[src/rtl/writeback_stage.sv]
// ---------------------------------------------------------------------------
// writeback_stage
//
// Final pipeline stage in front of the 16-entry register bank. Accepts a
// completed instruction from execute/memory, picks the ALU result or the
// returning load data, and drives the register-bank write port one cycle
// after the result is known. A per-register busy scoreboard lets decode stall
// on writes that are still in flight.
//
// Ports:
//   clk, rst            clock, synchronous active-high reset
//   in_valid/in_ready   execute-side handshake (in_ready == state IDLE)
//   in_rd, in_we        destination register and write flag
//   in_is_load          result comes from memory rather than the ALU
//   in_alu              ALU result
//   mem_rvalid/rdata    single-cycle load-data return
//   iss_mark, iss_rd    decode marks iss_rd busy at issue
//   wb_we/wb_rd/wb_data registered register-bank write port
//   busy                scoreboard, bit r = write to r pending
//   err                 sticky load-timeout flag
//
// Optional feature: define WB_TIMEOUT_EN to abandon a load after TIMEOUT
// cycles in WAIT_MEM (sets err). Without it err is tied low.
// ---------------------------------------------------------------------------
module writeback_stage #(
  parameter int BUS     = 32,
  parameter int DIR     = 4,
  parameter int PC_IDX  = 15,
  parameter int TIMEOUT = 255
) (
  input  logic              clk,
  input  logic              rst,
  input  logic              in_valid,
  output logic              in_ready,
  input  logic [DIR-1:0]    in_rd,
  input  logic              in_we,
  input  logic              in_is_load,
  input  logic [BUS-1:0]    in_alu,
  input  logic              mem_rvalid,
  input  logic [BUS-1:0]    mem_rdata,
  input  logic              iss_mark,
  input  logic [DIR-1:0]    iss_rd,
  output logic              wb_we,
  output logic [DIR-1:0]    wb_rd,
  output logic [BUS-1:0]    wb_data,
  output logic [2**DIR-1:0] busy,
  output logic              err
);

  localparam int NREG = 2**DIR;
  localparam logic [DIR-1:0] PC_RD = DIR'(PC_IDX);

  typedef enum logic [0:0] {IDLE, WAIT_MEM} state_e;

  state_e            state_q, state_d;
  logic [DIR-1:0]    lrd_q, lrd_d;
  logic              lwe_q, lwe_d;
  logic              wb_we_q, wb_we_d;
  logic [DIR-1:0]    wb_rd_q, wb_rd_d;
  logic [BUS-1:0]    wb_data_q, wb_data_d;
  logic [NREG-1:0]   busy_q, busy_d;
  logic              tmo_clr;

`ifdef WB_TIMEOUT_EN
  localparam int CNT_W = ($clog2(TIMEOUT + 1) > 8) ? $clog2(TIMEOUT + 1) : 8;
  localparam logic [CNT_W-1:0] CNT_LAST = CNT_W'(TIMEOUT - 1);
  logic [CNT_W-1:0]  cnt_q, cnt_d;
  logic              err_q, err_d;
`endif

  // Next-state and write-port selection
  always_comb begin
    state_d   = state_q;
    lrd_d     = lrd_q;
    lwe_d     = lwe_q;
    wb_we_d   = 1'b0;
    wb_rd_d   = wb_rd_q;
    wb_data_d = wb_data_q;
    tmo_clr   = 1'b0;
`ifdef WB_TIMEOUT_EN
    cnt_d     = '0;
    err_d     = err_q;
`endif

    case (state_q)
      IDLE: begin
        if (in_valid) begin
          if (in_is_load) begin
            lrd_d   = in_rd;
            lwe_d   = in_we;
            state_d = WAIT_MEM;
          end else begin
            wb_we_d   = in_we && (in_rd != PC_RD);
            wb_rd_d   = in_rd;
            wb_data_d = in_alu;
          end
        end
      end
      WAIT_MEM: begin
        // rvalid wins over a timeout on the same edge
        if (mem_rvalid) begin
          wb_we_d   = lwe_q && (lrd_q != PC_RD);
          wb_rd_d   = lrd_q;
          wb_data_d = mem_rdata;
          state_d   = IDLE;
        end
`ifdef WB_TIMEOUT_EN
        else if (cnt_q == CNT_LAST) begin
          state_d = IDLE;
          tmo_clr = lwe_q;
          err_d   = 1'b1;
        end else begin
          cnt_d = cnt_q + CNT_W'(1);
        end
`endif
      end
      default: state_d = IDLE;
    endcase

    // Scoreboard: clears first so a same-edge mark on the same rd wins
    busy_d = busy_q;
    if (wb_we_d) busy_d[wb_rd_d] = 1'b0;
    if (tmo_clr) busy_d[lrd_q]   = 1'b0;
    if (iss_mark) busy_d[iss_rd] = 1'b1;
    busy_d[PC_RD] = 1'b0;
  end

  // State registers
  always_ff @(posedge clk) begin
    if (rst) begin
      state_q   <= IDLE;
      lrd_q     <= '0;
      lwe_q     <= 1'b0;
      wb_we_q   <= 1'b0;
      wb_rd_q   <= '0;
      wb_data_q <= '0;
      busy_q    <= '0;
`ifdef WB_TIMEOUT_EN
      cnt_q     <= '0;
      err_q     <= 1'b0;
`endif
    end else begin
      state_q   <= state_d;
      lrd_q     <= lrd_d;
      lwe_q     <= lwe_d;
      wb_we_q   <= wb_we_d;
      wb_rd_q   <= wb_rd_d;
      wb_data_q <= wb_data_d;
      busy_q    <= busy_d;
`ifdef WB_TIMEOUT_EN
      cnt_q     <= cnt_d;
      err_q     <= err_d;
`endif
    end
  end

  assign in_ready = (state_q == IDLE);
  assign wb_we    = wb_we_q;
  assign wb_rd    = wb_rd_q;
  assign wb_data  = wb_data_q;
  assign busy     = busy_q;
`ifdef WB_TIMEOUT_EN
  assign err      = err_q;
`else
  assign err      = 1'b0;
`endif

endmodule

[config.mk]
export PLATFORM = sky130hd
export DESIGN_NAME = writeback_stage
export DESIGN_NICKNAME = d
export VERILOG_FILES = /design/src/rtl/writeback_stage.sv
export SDC_FILE = /design/constraint.sdc
export NUM_CORES = 1
export LEC_CHECK = 0
export ABC_CLOCK_PERIOD_IN_PS = 2400
export CORE_MARGIN = 4
export CORE_UTILIZATION = 42
export CTS_BUF_LIST = sky130_fd_sc_hd__clkbuf_16
export DETAILED_ROUTE_END_ITERATION = 16
export PLACE_DENSITY_LB_ADDON = 0.1
export SYNTH_ARGS = -nofsm -noshare
export SYNTH_HDL_FRONTEND = slang
export SYNTH_SLANG_ARGS = --single-unit
[constraint.sdc]
create_clock -name clk -period 2.4 [get_ports clk]
set_clock_uncertainty 0.15 [all_clocks]
set_input_delay 0.24 -clock clk [delete_from_list [all_inputs] [get_ports clk]]
set_output_delay 0.24 -clock clk [all_outputs]
set_load 0.02 [all_outputs]
# Word level (Yosys, flattened, before mapping)
# Index checks and enable logic that the tools add are counted.
[word_totals]
ff_bits = 58
input_bits = 79
elab_cells = 48
[classes]
order_cmp = 4
n_eq_ne = 5
mux = 22
n_bitwise = 4
n_reduce_logical = 6
[ops]
columns = ["operator", "n"]
rows = [
  ["32-bit 2-to-1 mux", 3],
  ["32-bit one-hot mux with 2 select lines", 1],
  ["15-bit 2-to-1 mux", 2],
  ["15-bit bitwise AND", 1],
  ["15-bit inverter", 1],
  ["15-bit OR", 1],
  ["4-bit 2-to-1 mux", 3],
  ["4-bit by 5-bit < comparator with 1-bit output, second input constant", 2],
  ["1-bit demux with 4-bit select", 2],
  ["4-bit by 1-bit >= comparator with 1-bit output, second input constant", 2],
  ["1-bit 2-to-1 mux", 8],
  ["4-bit inequality test, second input constant", 2],
  ["4-bit one-hot mux with 2 select lines", 1],
  ["2-bit inequality test, second input constant", 3],
  ["3-bit AND reduction", 2],
  ["1-bit logical AND", 4],
  ["1-bit one-hot mux with 2 select lines", 2],
  ["1-bit inverter", 1],
]

# Depth between registers and ports, before layout
# Gate-level depths: netlist of run 1.
[logic_depth]
depth_word = 12
depth_mapped = 7
mapped_depth_nobuf = 4

# Worst setup path after synthesis of run 1
# Ideal clock, no wire load.
[synth_path]
kind = "flip-flop to flip-flop"
startpoint = "reg state_q"
endpoint = "reg busy_q[6] (netlist: busy[6])"
arrival_ns = 1.382
slack_ns = 0.726
path_stages_with_launch = 5
n_path_buf = 0
synth_period_minus_slack_ns = 1.674
path_cell_list = "dfxtp_1 > nor3b_4 > a32oi_4 > a2111oi_4 > a311oi_1"
[synth_between]
elab_chain_cells = 11
elab_cells_between_ends = 13
[synth_rtl]
columns = ["element", "line_no", "text"]
rows = [
  ["start: declaration", "55", "state_e state_q, state_d;"],
  ["start signal: assignment", "143", "state_q <= state_d;"],
  ["1-bit inverter (no line)", "n/a", ""],
  ["4-bit one-hot mux with 2 select lines", "85", "case (state_q)"],
  ["4-bit by 5-bit < comparator with 1-bit output (implied by the code) / 4-bit by 1-bit >= comparator with 1-bit output (equally long branches)", "122", "if (wb_we_d) busy_d[wb_rd_d] = 1'b0;"],
  ["1-bit logical AND (implied by the code)", "122", ""],
  ["1-bit 2-to-1 mux (implied by the code)", "122", ""],
  ["1-bit demux with 4-bit select", "122", ""],
  ["15-bit inverter (no line)", "n/a", ""],
  ["15-bit bitwise AND (no line)", "n/a", ""],
  ["15-bit 2-to-1 mux *", "122", ""],
  ["15-bit OR (no line)", "n/a", ""],
  ["15-bit 2-to-1 mux *", "124", "if (iss_mark) busy_d[iss_rd] = 1'b1;"],
  ["end signal: assignment", "149", "busy_q <= busy_d;"],
  ["end: declaration", "61", "logic [NREG-1:0] busy_q, busy_d;"],
]
# Mark *: on every way between the ends. The rest lies on a longest branch, timed or not.
# A chain may end at the register's enable or synchronous reset.

# Worst setup path in the final report of run 1
[layout_path]
startpoint = "in in_is_load"
endpoint = "reg busy_q[6] (netlist: busy[6])"
[layout_between]
elab_chain_cells = 12
elab_cells_between_ends = 16
[layout_rtl]
columns = ["element", "line_no", "text"]
rows = [
  ["start: declaration", "37", "input logic in_is_load,"],
  ["4-bit 2-to-1 mux", "88", "if (in_is_load) begin"],
  ["4-bit 2-to-1 mux", "87", "if (in_valid) begin"],
  ["4-bit one-hot mux with 2 select lines", "85", ""],
  ["4-bit by 5-bit < comparator with 1-bit output (implied by the code) / 4-bit by 1-bit >= comparator with 1-bit output (equally long branches)", "122", ""],
  ["1-bit logical AND (implied by the code)", "122", ""],
  ["1-bit 2-to-1 mux (implied by the code)", "122", ""],
  ["1-bit demux with 4-bit select", "122", ""],
  ["15-bit inverter (no line)", "n/a", ""],
  ["15-bit bitwise AND (no line)", "n/a", ""],
  ["15-bit 2-to-1 mux *", "122", ""],
  ["15-bit OR (no line)", "n/a", ""],
  ["15-bit 2-to-1 mux *", "124", ""],
]
# Marks and branches as above.

==> results.txt, run 1 <==
----------------------------------------------------
[Outcome]
  Result of the run ... finished clean

[Worst setup path]
  Startpoint Class ... input pin
  Maximum fanout along the worst path ... 6
  Endpoint type of the worst setup path ... flop
  Critical setup path kind ... in -> reg
  Crit path arrival time ... 2.06 ns
  Data required time of the worst path ... 2.41 ns

[Floorplan]
  DIE WIDTH ... between 90 and 100 microns
  Initial Util ... 42.91%
  Number of primary I/O pins ... 134
  Die Footprint ... approximately 8300 sq um
  Die Span Y ... 91.08 microns
  Number of rows created at floorplan ... 30
  Core Box Area ... a little under 7000 sq um

[Power]
  Sequential power share ... 36.6%
  Clock share of power ... 40.6%
  Sw power ... 0.7729 mW
  Peak ir drop on the vdd network ... around 0.34 mV
  Net switching share of the total power ... 26.44%
  Power per standard cell area ... around 640 nW/um^2
  Cell Int Power ... 2.150 mW
  Share of total power in combinational logic ... a little under a quarter
  Power, Total ... 2.923 mW
  Standby leakage power ... 1.629 nW

[Final layout]
  Diode count ... 0
  Layout overhead on the synthesized area ... 56.80%
  Non-filler instance count after layout ... 522
  Number of nets in the layout ... 517
  Share of cells above drive strength 1 ... under 10%
  Fraction of the core area covered by cells at the end of the flow ... 67.28%

[Placed design]
  I/O Buffers ... approximately 130
  Count of placed standard cells including taps ... 507
  Half-perimeter wire length after detailed placement ... 6285 microns
  Placer Congestion ... 0.9108

[Yosys]
  Synthesized-area fraction occupied by and/or/nand/nor cells ... a little under a fifth
  Syn Std Cell Area ... about 2900 sq um
  Fraction of the mapped netlist area in compound gates ... 22.53%
  Number of synthesized flops with an enable pin ... 0
  Synthesized netlist cell count ... 306
  Post-synthesis mux area share ... 12.78%
  Syn_area_per_cell ... 9.474 sq um
  Most used flip-flop cell after synthesis ... dfxtp_1
  Adder-Cell Fraction of Synth Area ... 0%
  Count of cell types in the netlist ... 51
  Sequential area share after synthesis ... 40.05%
  XOR/XNOR Fraction of Synth Area ... 0%
  Yosys warnings ... 0
  Post-synthesis register bit count ... 58
  Largest family of logic cells by synthesized area ... compound AO/OA/AOI/OAI gates
  Async set-reset flop share out of synthesis ... 0%

[Timing]
  Post-route minimum period ... 2.057 ns
  Worst slew slack as a fraction of its limit ... 53.55%
  Slew @ Worst Pin ... 0.6968 ns
  Highest Clock Rate ... between 400 and 500 MHz
  Min Hold Slack ... about 0.34 ns
  Unrepaired setup endpoints after global routing ... no
  Endpoints failing setup ... 0
  Summed negative setup slack over all endpoints ... 0 ns
  Final hold violation count ... 0
  Max Slew Vio Count ... 0
  Post-route fraction of the period consumed by the critical path ... 85.72%

[Detailed routing]
  DR WL/cell ... 16.35 microns
  Drt drc ... 0
  Post-route antenna net violation count ... 0
  Initial DRT Pass Iterations ... 4
  Routed WL ... 8535 microns
  Iteration-0 DRC Markers ... a little under 60
  Vias per Instance ... 5.494
  Number of vias in the routed layout ... 2,868

[GRT]
  Initial antenna violation count ... 0
  Overflow left after global routing ... 0
  Global-route wire length before repair ... 13,990 microns
  Maximum number of pins on one net before global-route repair ... 50
  Vias in the first global route ... 2,800
  Combined global-route utilization of all metal layers ... 20.68%

[Min path]
  Class of the tightest hold or removal check ... reg -> reg

[Clocking]
  CTS root buf ... clkbuf_16
  Clock latency on the worst-skew pair ... about 0.31 ns
  Htree depth ... 3
  Num CTS Buffers ... 9
  Gates resized, CTS repair ... 0
  Post-CTS Repair Setup Buffers ... 0
  TritonCTS clock tree ... done
  Post-CTS Hold Fix Bufs ... 0
  Number of sinks driven by the clock tree ... 58
  Clock Pin Slew Worst Setup and Hold Paths ... approximately 0.050 ns
  Maximum number of buffers from clock root to sink ... 2

[Flow run]
  Max-cap violation count ... 0

----------------------------------------------------
## path summary, 6_finish.rpt
check                                    to  cells past startpoint        start  slack, ns
worst max register to register      busy[6]                      4      state_q       0.38
worst min register to register  wb_data[29]                      2  wb_data[29]       0.34
worst min-delay path            wb_data[29]                      2  wb_data[29]       0.34
worst max-delay path                busy[6]                      5   in_is_load       0.34
## sequential cells by signal (all words and copies together) (netlist names)
signal	flops
state_q	1
busy	15
lwe_q	1
wb_rd	4
lrd_q	4
wb_we	1
wb_data	32
## final cells by class
cell class | instances | area (sq um)
Clock inverter | 6 | 50.05
Inverter | 5 | 18.77
Sequential cell | 58 | 1162
Timing Repair Buffer | 141 | 1406
Fill cell | 566 | 2211
Tap cell | 80 | 100.1
Multi-Input combinational cell | 223 | 1583
Clock buffer | 9 | 225.2
## power by group through the flow
stage                     Combinational (mW)  Sequential, mW  Clock [mW]
after floorplan                        0.277            1.15           0
after global placement                 0.657            1.09           0
after detailed placement               0.666            1.09           0
after CTS                              0.670            1.07        1.20
after global routing                   0.716            1.08        1.25
final                                  0.666            1.07        1.19
## synthesized netlist by cell type, drive strengths merged, types with 3 or more instances
cell type	instances	area (sq um)
nand2b	4	25.02
nor2	54	205.2
a311oi	7	67.56
or2	3	18.77
a41oi	4	35.03
nand3b	5	37.54
nand2	13	51.30
mux2i	37	370.4
nor3	9	50.05
inv	5	18.77
dfxtp	58	1161
a21oi	8	40.04
nand3	4	25.02
a211oi	38	295.3
buf	15	112.6
nor4	3	18.77
o21bai	3	22.52
clkbuf	5	18.77
a221oi	3	50.05
## routing by layer
| metal | routed length, microns | GRT usage (%) | up-vias |
|---|---|---|---|
| li1 | - | - | 1407 |
| met1 | 3624 | 25.18 | 1341 |
| met2 | 4185 | 34.15 | 111 |
| met3 | 607 | 5.882 | 9 |
| met4 | 117 | 8.543 | 0 |
| met5 | 0 | 0 | - |
## placed cells by master (no fill, tap or decap), types with 5 or more instances in the layout
master / n
a211oi_1: 36
clkbuf_16: 9
nand2_1: 12
buf_4: 8
mux2i_1: 37
nand3b_1: 5
nor3_1: 8
a21oi_1: 8
nor2_1: 53
a311oi_1: 6
inv_1: 6
dfxtp_1: 57
clkdlybuf4s50_1: 130
## stage by stage
stage          worst slack (ns)  cell area [sq um]
2_1_floorplan            0.7263               2903
3_3_place_gp             0.1079               4270
3_5_place_dp            0.04417               4270
4_1_cts                  0.3511               4546
5_1_grt                  0.2465               4546
6_report                 0.3426               4546
## cell families after synthesis
logic type	after synthesis
AO/OA/AOI/OAI	75
buffers and inverters	26
flip-flops	58
multiplexers	37
other	1
AND/OR/NAND/NOR	109
## worst max-delay path: stages
cell and delay (ns):
clkdlybuf4s50_1 0.55, nor4b_1 0.55, nor2_1 0.18, a2111oi_4 0.40
a311oi_1 0.15
Power figures use the tool's default switching activity.
==> run 2: changes to the inputs <==
--- a/config.mk
+++ b/config.mk
@@ -5,12 +5,16 @@
 export SDC_FILE = /design/constraint.sdc
 export NUM_CORES = 1
 export LEC_CHECK = 0
+export ABC_AREA = 1
 export ABC_CLOCK_PERIOD_IN_PS = 2400
+export CELL_PAD_IN_SITES_DETAIL_PLACEMENT = 1
+export CELL_PAD_IN_SITES_GLOBAL_PLACEMENT = 2
 export CORE_MARGIN = 4
-export CORE_UTILIZATION = 42
+export CORE_UTILIZATION = 20
 export CTS_BUF_LIST = sky130_fd_sc_hd__clkbuf_16
 export DETAILED_ROUTE_END_ITERATION = 16
 export PLACE_DENSITY_LB_ADDON = 0.1
+export RECOVER_POWER = 100
 export SYNTH_ARGS = -nofsm -noshare
 export SYNTH_HDL_FRONTEND = slang
 export SYNTH_SLANG_ARGS = --single-unit
==> results.txt, run 2 <==
----------------------------------------------------
[Yosys]
  Most used flip-flop cell after synthesis ... dfxtp_1 (unchanged)
  Synthesized netlist cell count ... 395 (was 306)
  Sequential area share after synthesis ... 43.43% (was 40.05%)
  Most repeated cell in the gate-level netlist after synthesis ... nand2_1 (was dfxtp_1)
  Top-area cell type share of the netlist area ... 43.43% (was 40.05%)
  Syn_area_per_cell ... 6.769 sq um (was 9.474 sq um)
  Cell type contributing the most total cell area after synthesis ... dfxtp_1 (unchanged)
  Number of synthesized flops with an enable pin ... 0 (unchanged)
  Count of cell types in the netlist ... 21 (was 51)
  Largest cells by area after synthesis ... dfxtp_1 43%, nand2_1 18%, a31oi_1 7.5%, o21ai_0 6.7%, nand3_1 4.3% (was dfxtp_1 40%, mux2i_1 13%, a211oi_1 9.3%, nor2_1 6.9%, a311oi_1 1.8%)
  Syn Std Cell Area ... 2674 sq um (was 2899 sq um)
  Post-synthesis register bit count ... 58 (unchanged)
  Top cells by count, synth ... 128 x nand2_1, 58 x dfxtp_1, 36 x o21ai_0, 32 x a31oi_1 (was 58 x dfxtp_1, 53 x nor2_1, 37 x mux2i_1, 36 x a211oi_1, 12 x nand2_1)
  Async set-reset flop share out of synthesis ... 0% (unchanged)
  Yosys warnings ... 0 (unchanged)

[Clocking]
  Post-CTS Repair Setup Buffers ... 0 (unchanged)
  Number of sinks driven by the clock tree ... 58 (unchanged)
  Htree depth ... 3 (unchanged)
  CTS root buf ... clkbuf_16 (unchanged)
  Maximum number of buffers from clock root to sink ... 2 (unchanged)
  Clock latency on the worst-skew pair ... 0.33 ns (was 0.31 ns)
  Num CTS Buffers ... 9 (unchanged)
  TritonCTS clock tree ... done (unchanged)
  Clock Pin Slew Worst Setup and Hold Paths ... 0.05 ns (about the same)
  Post-CTS Hold Fix Bufs ... 0 (unchanged)
  Gates resized, CTS repair ... 0 (unchanged)

[Detailed routing]
  Number of vias in the routed layout ... 3,053 (was 2,868)
  Iteration-0 DRC Markers ... 97 (was 59)
  Routed WL ... 10,680 microns (was 8535 microns)
  Post-route antenna net violation count ... 0 (unchanged)
  DR WL/cell ... 15.24 microns (was 16.35 microns)
  Vias per Instance ... 4.355 (was 5.494)
  Drt drc ... 0 (unchanged)
  Initial DRT Pass Iterations ... 4 (unchanged)

[Final layout]
  Share of cells above drive strength 1 ... 4.537% (was 9.729%)
  Diode count ... 0 (unchanged)
  Cell area after layout ... 4410 sq um (was 4546 sq um)
  Layout overhead on the synthesized area ... 64.95% (was 56.80%)
  Fillcell total ... 1,590 (was 566)
  Number of nets in the layout ... 603 (was 517)
  Area taken by multi-input logic gates ... 1281 sq um (was 1583 sq um)
  Leading cell type in the layout, fill and taps excluded ... nand2_1 (was clkdlybuf4s50_1)
  Commonest cells after routing, fill and taps aside ... 130 x nand2_1, 77 x clkdlybuf4s50_1, 58 x dfxtp_1 (was 130 x clkdlybuf4s50_1, 57 x dfxtp_1, 53 x nor2_1)
  Max FFs per register ... 32 (unchanged)
  Fraction of the core area covered by cells at the end of the flow ... 34.25% (was 67.28%)
  Combined flip-flop and latch cell area ... 1161 sq um (was 1162 sq um)

[Outcome]
  Result of the run ... finished clean (unchanged)

[Power]
  Standby leakage power ... 1.906 nW (was 1.629 nW)
  Power, Total ... 2.782 mW (was 2.923 mW)
  Clock share of power ... 40.3% (was 40.6%)
  Peak ir drop on the vdd network ... 0.4423 mV (was 0.3398 mV)
  Cell Int Power ... 1.980 mW (was 2.150 mW)
  Sw power ... 0.8016 mW (was 0.7729 mW)
  Sequential power share ... 38.4% (was 36.6%)
  Net switching share of the total power ... 28.81% (was 26.44%)
  Power per standard cell area ... 630.8 nW/um^2 (was 643.0 nW/um^2)
  Share of total power in combinational logic ... 21.3% (was 22.8%)

[GRT]
  Overflow left after global routing ... 0 (unchanged)
  Maximum number of pins on one net before global-route repair ... 65 (was 50)
  Combined global-route utilization of all metal layers ... 14.75% (was 20.68%)
  Vias in the first global route ... 3,355 (was 2,800)
  Initial antenna violation count ... 0 (unchanged)
  Global-route wire length before repair ... 17,350 microns (was 13,990 microns)

[Placed design]
  Half-perimeter wire length after detailed placement ... 8002 microns (was 6285 microns)
  I/O Buffers ... 131 (unchanged)
  Placer Congestion ... 0.8113 (was 0.9108)
  Placement-stage cell area ... 4178 sq um (was 4270 sq um)

[Floorplan]
  Initial Util ... 20.77% (was 42.91%)
  DIE WIDTH ... 123.6 microns (was 91.08 microns)
  Die Span Y ... 123.6 microns (was 91.08 microns)
  Core Box Area ... 12,880 sq um (was 6756 sq um)
  Number of rows created at floorplan ... 41 (was 30)
  Number of primary I/O pins ... 134 (unchanged)
  Die Footprint ... 15,280 sq um (was 8296 sq um)

[Worst setup path]
  Crit path arrival time ... 1.63 ns (was 2.06 ns)
  Data required time of the worst path ... 2.01 ns (was 2.41 ns)
  Critical setup path kind ... reg -> out (was in -> reg)
  Startpoint Class ... flop (was input pin)
  Maximum fanout along the worst path ... 11 (was 6)
  Endpoint type of the worst setup path ... output pin (was flop)

[Timing]
  Worst slew slack as a fraction of its limit ... 50.85% (was 53.55%)
  Slew @ Worst Pin ... 0.7372 ns (was 0.6968 ns)
  Highest Clock Rate ... 494.9 MHz (was 486.1 MHz)
  Post-route fraction of the period consumed by the critical path ... 84.20% (was 85.72%)
  Unrepaired setup endpoints after global routing ... no (unchanged)
  Post-route minimum period ... 2.021 ns (was 2.057 ns)
  Final hold violation count ... 0 (unchanged)
  Min Hold Slack ... 0.3046 ns (was 0.3446 ns)
  Summed negative setup slack over all endpoints ... 0 ns (unchanged)
  Max Slew Vio Count ... 0 (unchanged)
  Endpoints failing setup ... 0 (unchanged)

[Flow run]
  Max-cap violation count ... 0 (unchanged)

[Min path]
  Class of the tightest hold or removal check ... reg -> reg (unchanged)

----------------------------------------------------
-- run 2: layout make-up --
class	instances	share of cell area, %
inverters	29	2.468
multi-input cells	286	29.05
clock buffers	9	5.106
flip-flops and latches	58	26.33
clock inverters	7	0.6809
well taps	172	4.879
repair buffers	140	31.49
-- run 2: cells by family after synthesis --
| family | share of synthesized area (%) |
|---|---|
| AO/OA/AOI/OAI | 19.47 |
| buffers and inverters | 8.049 |
| flip-flops | 43.43 |
| AND/OR/NAND/NOR | 28.92 |
| other | 0.1402 |
-- run 2: power by group through the flow --
stage          clock network (mW)  registers [mW]  logic [mW]
3_3_place_gp                    0            1.09       0.631
4_1_cts                      1.17            1.07       0.631
6_report                     1.12            1.07       0.592
2_1_floorplan                   0            1.16       0.221
5_1_grt                      1.20            1.08       0.660
3_5_place_dp                    0            1.09       0.629
-- run 2: through the flow --
step	setup WS, ns	std cells
floorplan	0.9825	396
global placement	0.2163	685
detailed placement	0.2688	685
CTS	0.4306	701
global route	0.2064	701
finish	0.3793	701
-- run 2: path summary, 6_finish.rpt --
path            from        to  slack [ns]  depth (start not counted)
min reg2reg  busy[9]   busy[9]        0.30                          2
max reg2reg  state_q   busy[7]        0.52                          8
min          busy[9]   busy[9]        0.30                          2
max          state_q  in_ready        0.38                          2
-- run 2: worst max-delay path, cell delays in order (launching register included) --
cell,delay [ns]
dfxtp_1,0.35
inv_2,0.22
dlygate4sd3_1,0.74
-- run 2: layer usage --
layer / track usage (%) / routed length [microns]
met1: 16.98 / 4638
met2: 23.76 / 4946
met3: 7.902 / 947
met4: 4.152 / 148
met5: 0 / 0
